[src/rtl/line_draw_fsm.sv]
// line_draw_fsm
// VGA line-drawing controller. After reset it clears the whole frame to
// BG_COLOR, then rasterises line requests with an all-octant Bresenham engine,
// one pixel per clock, and offers a start/busy/done handshake.
// Optional build macro: LINE_CHAIN_EN. When defined, each line starts at the
// previous line's clamped endpoint (origin after CLEAR/reset) and x0/y0 are
// ignored. The port list is identical in both builds.
module line_draw_fsm #(
    parameter int                 H_RES    = 160,
    parameter int                 V_RES    = 120,
    parameter int                 CW       = 9,
    parameter int                 COLOR_W  = 3,
    parameter logic [COLOR_W-1:0] BG_COLOR = '0
) (
    input  logic               clk,
    input  logic               reset,
    input  logic               start,
    input  logic [CW-1:0]      x0,
    input  logic [CW-1:0]      y0,
    input  logic [CW-1:0]      x1,
    input  logic [CW-1:0]      y1,
    input  logic [COLOR_W-1:0] input_color,
    output logic [CW-1:0]      x_out,
    output logic [CW-1:0]      y_out,
    output logic [COLOR_W-1:0] color,
    output logic               write_out,
    output logic               busy,
    output logic               done
);

    localparam logic [CW-1:0] X_MAX = CW'(H_RES - 1);
    localparam logic [CW-1:0] Y_MAX = CW'(V_RES - 1);
    localparam logic [CW-1:0] ONE   = CW'(1);

    // Engine arithmetic is signed and two bits wider than a coordinate so
    // that 2*err and the differences never overflow.
    typedef logic signed [CW+1:0] eng_t;

    typedef enum logic [2:0] {
        S_CLEAR,
        S_IDLE,
        S_LOAD,
        S_DRAW,
        S_DONE
    } state_t;

    state_t             r_state;
    state_t             w_state_next;
    logic               r_rst_hold;    // reset seen low last edge: hold CLEAR silent

    logic [CW-1:0]      r_x;           // scan counter in CLEAR, pen position in DRAW
    logic [CW-1:0]      r_y;
    logic [CW-1:0]      r_x1;
    logic [CW-1:0]      r_y1;
    eng_t               r_dx;
    eng_t               r_dy;          // stored negative: -|y1-y0|
    eng_t               r_err;
    logic               r_sx_neg;
    logic               r_sy_neg;
    logic [COLOR_W-1:0] r_color;

    logic [CW-1:0]      w_ld_x0;
    logic [CW-1:0]      w_ld_y0;
    logic [CW-1:0]      w_ld_x1;
    logic [CW-1:0]      w_ld_y1;
    eng_t               w_dif_x;
    eng_t               w_dif_y;
    eng_t               w_adx;
    eng_t               w_ady;
    eng_t               w_e2;
    eng_t               w_err_next;
    logic               w_step_x;
    logic               w_step_y;
    logic               w_at_end;
    logic               w_clear_last;

    function automatic logic [CW-1:0] clamp_x(input logic [CW-1:0] v);
        return (v > X_MAX) ? X_MAX : v;
    endfunction

    function automatic logic [CW-1:0] clamp_y(input logic [CW-1:0] v);
        return (v > Y_MAX) ? Y_MAX : v;
    endfunction

    function automatic eng_t ext(input logic [CW-1:0] v);
        return eng_t'({2'b00, v});
    endfunction

`ifdef LINE_CHAIN_EN
    logic [CW-1:0] r_chain_x;
    logic [CW-1:0] r_chain_y;

    // Remember each line's clamped endpoint; reset and CLEAR return it to the origin.
    always_ff @(posedge clk) begin
        if (!reset || r_state == S_CLEAR) begin
            r_chain_x <= '0;
            r_chain_y <= '0;
        end else if (r_state == S_LOAD) begin
            r_chain_x <= w_ld_x1;
            r_chain_y <= w_ld_y1;
        end
    end
`endif

    // State register; the hold flag keeps CLEAR from writing while reset is low.
    always_ff @(posedge clk) begin
        // NOTE: sequential state uses non-blocking (<=) so every register
        // samples the pre-edge values; blocking here would create ordering races.
        if (!reset) begin
            r_state    <= S_CLEAR;
            r_rst_hold <= 1'b1;
        end else begin
            r_state    <= w_state_next;
            r_rst_hold <= 1'b0;
        end
    end

    // Next-state and state-decoded outputs; nothing here depends on start
    // except the IDLE transition, so start never reaches write_out combinationally.
    always_comb begin
        // NOTE: every output gets a default before the case so that no path
        // leaves a signal unassigned, which would otherwise infer a latch.
        w_state_next = r_state;
        x_out        = '0;
        y_out        = '0;
        color        = '0;
        write_out    = 1'b0;
        busy         = 1'b0;
        done         = 1'b0;
        case (r_state)
            S_CLEAR: begin
                x_out     = r_x;
                y_out     = r_y;
                color     = BG_COLOR;
                write_out = !r_rst_hold;
                busy      = 1'b1;
                if (!r_rst_hold && w_clear_last) begin
                    w_state_next = S_IDLE;
                end
            end
            S_IDLE: begin
                if (start) begin
                    w_state_next = S_LOAD;
                end
            end
            S_LOAD: begin
                busy         = 1'b1;
                w_state_next = S_DRAW;
            end
            S_DRAW: begin
                x_out     = r_x;
                y_out     = r_y;
                color     = r_color;
                write_out = 1'b1;
                busy      = 1'b1;
                if (w_at_end) begin
                    w_state_next = S_DONE;
                end
            end
            S_DONE: begin
                done         = 1'b1;
                w_state_next = S_IDLE;
            end
            default: begin
                w_state_next = S_CLEAR;
            end
        endcase
    end

    // Clamped endpoints and Bresenham set-up terms presented to LOAD.
    always_comb begin
        w_ld_x1 = clamp_x(x1);
        w_ld_y1 = clamp_y(y1);
`ifdef LINE_CHAIN_EN
        w_ld_x0 = r_chain_x;
        w_ld_y0 = r_chain_y;
`else
        w_ld_x0 = clamp_x(x0);
        w_ld_y0 = clamp_y(y0);
`endif
        w_dif_x = ext(w_ld_x1) - ext(w_ld_x0);
        w_dif_y = ext(w_ld_y1) - ext(w_ld_y0);
        w_adx   = w_dif_x[CW+1] ? -w_dif_x : w_dif_x;
        w_ady   = w_dif_y[CW+1] ? -w_dif_y : w_dif_y;
    end

    // One Bresenham step: both axis updates may apply in the same cycle,
    // each judged against the same e2.
    always_comb begin
        w_e2       = r_err <<< 1;
        w_step_x   = (w_e2 >= r_dy);
        w_step_y   = (w_e2 <= r_dx);
        w_err_next = r_err;
        if (w_step_x) begin
            w_err_next = w_err_next + r_dy;
        end
        if (w_step_y) begin
            w_err_next = w_err_next + r_dx;
        end
        w_at_end     = (r_x == r_x1) && (r_y == r_y1);
        w_clear_last = (r_x == X_MAX) && (r_y == Y_MAX);
    end

    // Datapath: raster scan in CLEAR, engine load in LOAD, pen step in DRAW.
    always_ff @(posedge clk) begin
        if (!reset) begin
            r_x      <= '0;
            r_y      <= '0;
            r_x1     <= '0;
            r_y1     <= '0;
            r_dx     <= '0;
            r_dy     <= '0;
            r_err    <= '0;
            r_sx_neg <= 1'b0;
            r_sy_neg <= 1'b0;
            r_color  <= '0;
        end else begin
            case (r_state)
                S_CLEAR: begin
                    if (!r_rst_hold) begin
                        if (w_clear_last) begin
                            r_x <= '0;
                            r_y <= '0;
                        end else if (r_x == X_MAX) begin
                            r_x <= '0;
                            r_y <= r_y + ONE;
                        end else begin
                            r_x <= r_x + ONE;
                        end
                    end
                end
                S_LOAD: begin
                    r_x      <= w_ld_x0;
                    r_y      <= w_ld_y0;
                    r_x1     <= w_ld_x1;
                    r_y1     <= w_ld_y1;
                    r_dx     <= w_adx;
                    r_dy     <= -w_ady;
                    r_err    <= w_adx - w_ady;
                    r_sx_neg <= !(w_ld_x0 < w_ld_x1);
                    r_sy_neg <= !(w_ld_y0 < w_ld_y1);
                    r_color  <= input_color;
                end
                S_DRAW: begin
                    if (!w_at_end) begin
                        if (w_step_x) begin
                            r_x <= r_sx_neg ? (r_x - ONE) : (r_x + ONE);
                        end
                        if (w_step_y) begin
                            r_y <= r_sy_neg ? (r_y - ONE) : (r_y + ONE);
                        end
                        r_err <= w_err_next;
                    end
                end
                default: begin
                end
            endcase
        end
    end

endmodule

[config.mk]
export PLATFORM = sky130hd
export DESIGN_NAME = line_draw_fsm
export DESIGN_NICKNAME = d
export VERILOG_FILES = /design/src/rtl/line_draw_fsm.sv
export SDC_FILE = /design/constraint.sdc
export NUM_CORES = 1
export LEC_CHECK = 0
export ABC_AREA = 1
export CAP_MARGIN = 10
export CORE_AREA = 2 2 165 167
export DETAILED_ROUTE_END_ITERATION = 16
export DIE_AREA = 0 0 167 169
export GPL_ROUTABILITY_DRIVEN = 0
export GPL_TIMING_DRIVEN = 0
export PLACE_DENSITY = 0.46
export SYNTH_ARGS = -nofsm -noshare
export SYNTH_HDL_FRONTEND = slang
export SYNTH_SLANG_ARGS = --single-unit
[constraint.sdc]
create_clock -name clk -period 6 [get_ports clk]
set_input_delay 0.6 -clock clk [delete_from_list [all_inputs] [get_ports clk]]
set_output_delay 0.6 -clock clk [all_outputs]
set_load 0.1 [all_outputs]
==> impl_results.md <==
- Dpl ws: around 0.49 ns
- Vias per std cell: 4.80
- Worst R2R Start: r_err[9]
- Fin. max-slew vios: 0
- Num rows: 60
- Fin. Hold Viols: 0
- Setup slack after layout: 0.844 ns
- Crit start category: primary input
- Final Util: around a third
- Register area share after synthesis: 19.6%
- Post-synth EDFFs: 0
- Count leader, synth: nand2_1
- CP startpoint: x0[5]
- Vias in the first global route: 7830
- Starting density of the core: between 20% and 30%
- DRT antenna net count: 0
- Largest net degree at the start of global routing: 14
- Worst EP arrival: 5.44 ns
- Total Routing Usage GR: 18.9%
- CP endpoint kind: flip-flop
- HP Start: r_color[2]
- Crit path max fanout: 9
- DP HPWL: 21600 µm
- Die height: 169 µm
- Period minus WS final: 5.16 ns
- Crit Path Class: in2reg
- Post-CTS setup buffers: 0
- Post-Syn Area: 0.00785 mm²
- ANT cells: 0
- Bufs and invs on worst path: 5
- Final WL: 26400 µm
- Final nets: between 1000 and 1500
- Measured slew at the worst slew-check pin: approximately 0.97 ns
- CP required: between 6 and 7 ns
- Yosys top cell area share: 19.6%
- First-pass GRT wire length: 42000 µm
- Biggest area consumer among synthesized cells: dfxtp_1
- Final TNS setup: 0 ns
- MaxCap Viol Count: 0
- PD cells: 201 mW/mm²
- CTS Hold Bufs: 0
- Clk_lat worst skew: roughly 0.35 ns
- Top cell by count, worst path: nand2_1
- # port buffers: 64
- Worst hold path type: reg2reg
- Hold WS: 0.458 ns
- Max VDD drop: 0.156 mV
- Die width: 167 µm
- Yosys reg bits: 77
- Library cells used by synthesis: 59
- Starting DRT DRC Count: 323
- Clock Skew: around 0.013 ns
- Final setup viols: 0
- Synth cell count leaders: 227 x nand2_1, 195 x inv_1, 131 x nor2_1
- Synth area leaders: dfxtp_1 20%, ha_1 11%, nand2_1 11%
- Max_slew headroom: 34.9%
- DRT Pass-1 Iters: 5
- CP max stage delay: 0.47 ns
- Top FF cell, synth: dfxtp_1
- H-tree depth: 3
- Yosys warns: 0
- Routed WL per cell: 16.0 µm
- CTS resizes: 0
- Crit-path slowest cell: o21ai_0
- Drc violations: 0
- Final period util: 85.9%
- Post-synthesis cell count: 1230
- Via count: 7947
- Boundary pin count: 66
- RSZ-0062 raised after global routing: no
- Clk root buf: clkbuf_16
- Synth-to-Final Area Change: 17.9%
- # fillers: 2937
- Gr ovfl total: 0
- Crit path max-delay family: simple AND/OR/NAND/NOR gates
- Die Area: 0.0282 mm²
- Clk slew on worst S/H paths: 0.06 ns
- Share of cells above drive strength 1: 6.70%
- CTS sink cnt: 77
- Async SR Flop Fraction: 0%
- Core ar.: 0.0265 mm²
- Outcome: completed
- Longest Clk Path Bufs: 2
- Total CTS buffers: 9
- Syn Area/Cell: 6.38 µm²
- Fmax: 0.194 GHz
- Pleak: 4.45 nW
- CTS tree: built
- Antenna violations before repair: 0
flip-flops by register name (all words and copies together), names as in the netlist:
signal,count
r_color,3
r_dx,11
r_dy,11
r_err,10
r_rst_hold,1
r_state,3
r_sx_neg,1
r_sy_neg,1
r_x,9
r_x1,9
r_y,9
r_y1,9
kinds of logic (layout without fill, tap and decap cells):
group                      count (synthesis)  after routing  synth area share (%)
buffers and inverters                    241            321                  11.7
and+or+nand+nor                          500            500                  28.5
adders and majority gates                 75             75                  12.4
AOI/OAI and AO/OA                        270            270                  19.4
other                                      2              6                0.0957
DFF                                       77             77                  19.6
xor gates and xnor gates                  65             65                  8.26
power breakdown:
| part | total [mW] | leakage [nW] | internal, mW | switching (mW) |
|---|---|---|---|---|
| registers | 0.521 | 0.622 | 0.516 | 0.00557 |
| clock network | 0.590 | 0.155 | 0.358 | 0.232 |
| logic | 0.751 | 3.67 | 0.271 | 0.480 |
cell usage in the layout, fill, tap and decap left out, types with 3 or more instances in the layout:
cell type / Yosys / routed
nand2_1: 227 / 227
inv_1: 195 / 195
nor2_1: 131 / 131
o21ai_0: 109 / 109
a21oi_1: 97 / 97
dfxtp_1: 77 / 77
ha_1: 70 / 70
clkdlybuf4s50_1: 0 / 64
nand3_1: 62 / 62
xor2_1: 43 / 43
clkbuf_1: 21 / 21
a31oi_1: 17 / 17
xnor2_1: 16 / 16
o221ai_1: 16 / 16
nand4_1: 15 / 15
nor3_1: 14 / 14
buf_2: 11 / 11
inv_2: 9 / 9
clkbuf_16: 0 / 9
or2_2: 8 / 8
nand2_2: 8 / 8
nor2_2: 7 / 7
conb_1: 2 / 6
nand2_4: 5 / 5
o21ai_1: 5 / 5
fa_1: 5 / 5
nor4_1: 4 / 4
nand3_2: 4 / 4
nand3b_1: 4 / 4
o211ai_1: 4 / 4
o31ai_1: 3 / 3
o2111ai_1: 3 / 3
buf_1: 3 / 3
clkbuf_8: 0 / 3
area by class of cell:
cell class	instances	area, µm²	share of cell area (%)
Buffer	35	145	1.57
Sequential cell	77	1540	16.7
Clock inverter	4	55.1	0.595
Inverter	206	774	8.37
Multi-Input combinational cell	916	5400	58.4
Tap cell	341	427	4.61
Clock buffer	12	267	2.88
Timing Repair Buffer	64	641	6.92
path summary, 6_finish.rpt:
path | to | slack, ns | cells after the start
worst max-delay path | r_err[8] | 0.84 | 28
worst min-delay path | r_color[2] | 0.46 | 2
worst max register to register | r_err[7] | 1.78 | 24
worst min register to register | r_color[2] | 0.46 | 2
per-stage QoR:
stage	power [mW]	instance area, µm²	std cells
2_1_floorplan	1.10	7860	1234
3_3_place_gp	1.28	8930	1639
3_5_place_dp	1.28	8930	1639
4_1_cts	1.88	9250	1655
5_1_grt	1.99	9250	1655
6_report	1.86	9250	1655
metal layers:
metal | GRT usage, % | vias to the layer above | share of wire [%]
met5 | 0 | - | 0
met4 | 6.71 | 0 | 3.1
met3 | 2.90 | 44 | 3.4
met2 | 33.0 | 146 | 47
met1 | 23.6 | 3573 | 47
li1 | - | 4184 | -
worst reg2reg max path: stages (launching register included):
cell       delay, ns
dfxtp_1         0.37
ha_1            0.35
nand2_1         0.08
inv_1           0.07
nand3_1         0.06
nor3_1          0.12
nand2_1         0.07
o2111ai_1       0.08
nand2_1         0.07
nand2_1         0.32
inv_1           0.14
buf_2           0.20
o21ai_0         0.34
ha_1            0.37
a21oi_1         0.22
nand2_1         0.11
nand2_1         0.08
nand2_1         0.05
a21oi_1         0.22
o21ai_0         0.12
a21oi_1         0.15
nand2_1         0.07
a31oi_1         0.16
o21ai_0         0.16
a31oi_1         0.16
No activity file was read; power rests on OpenSTA's default activity.
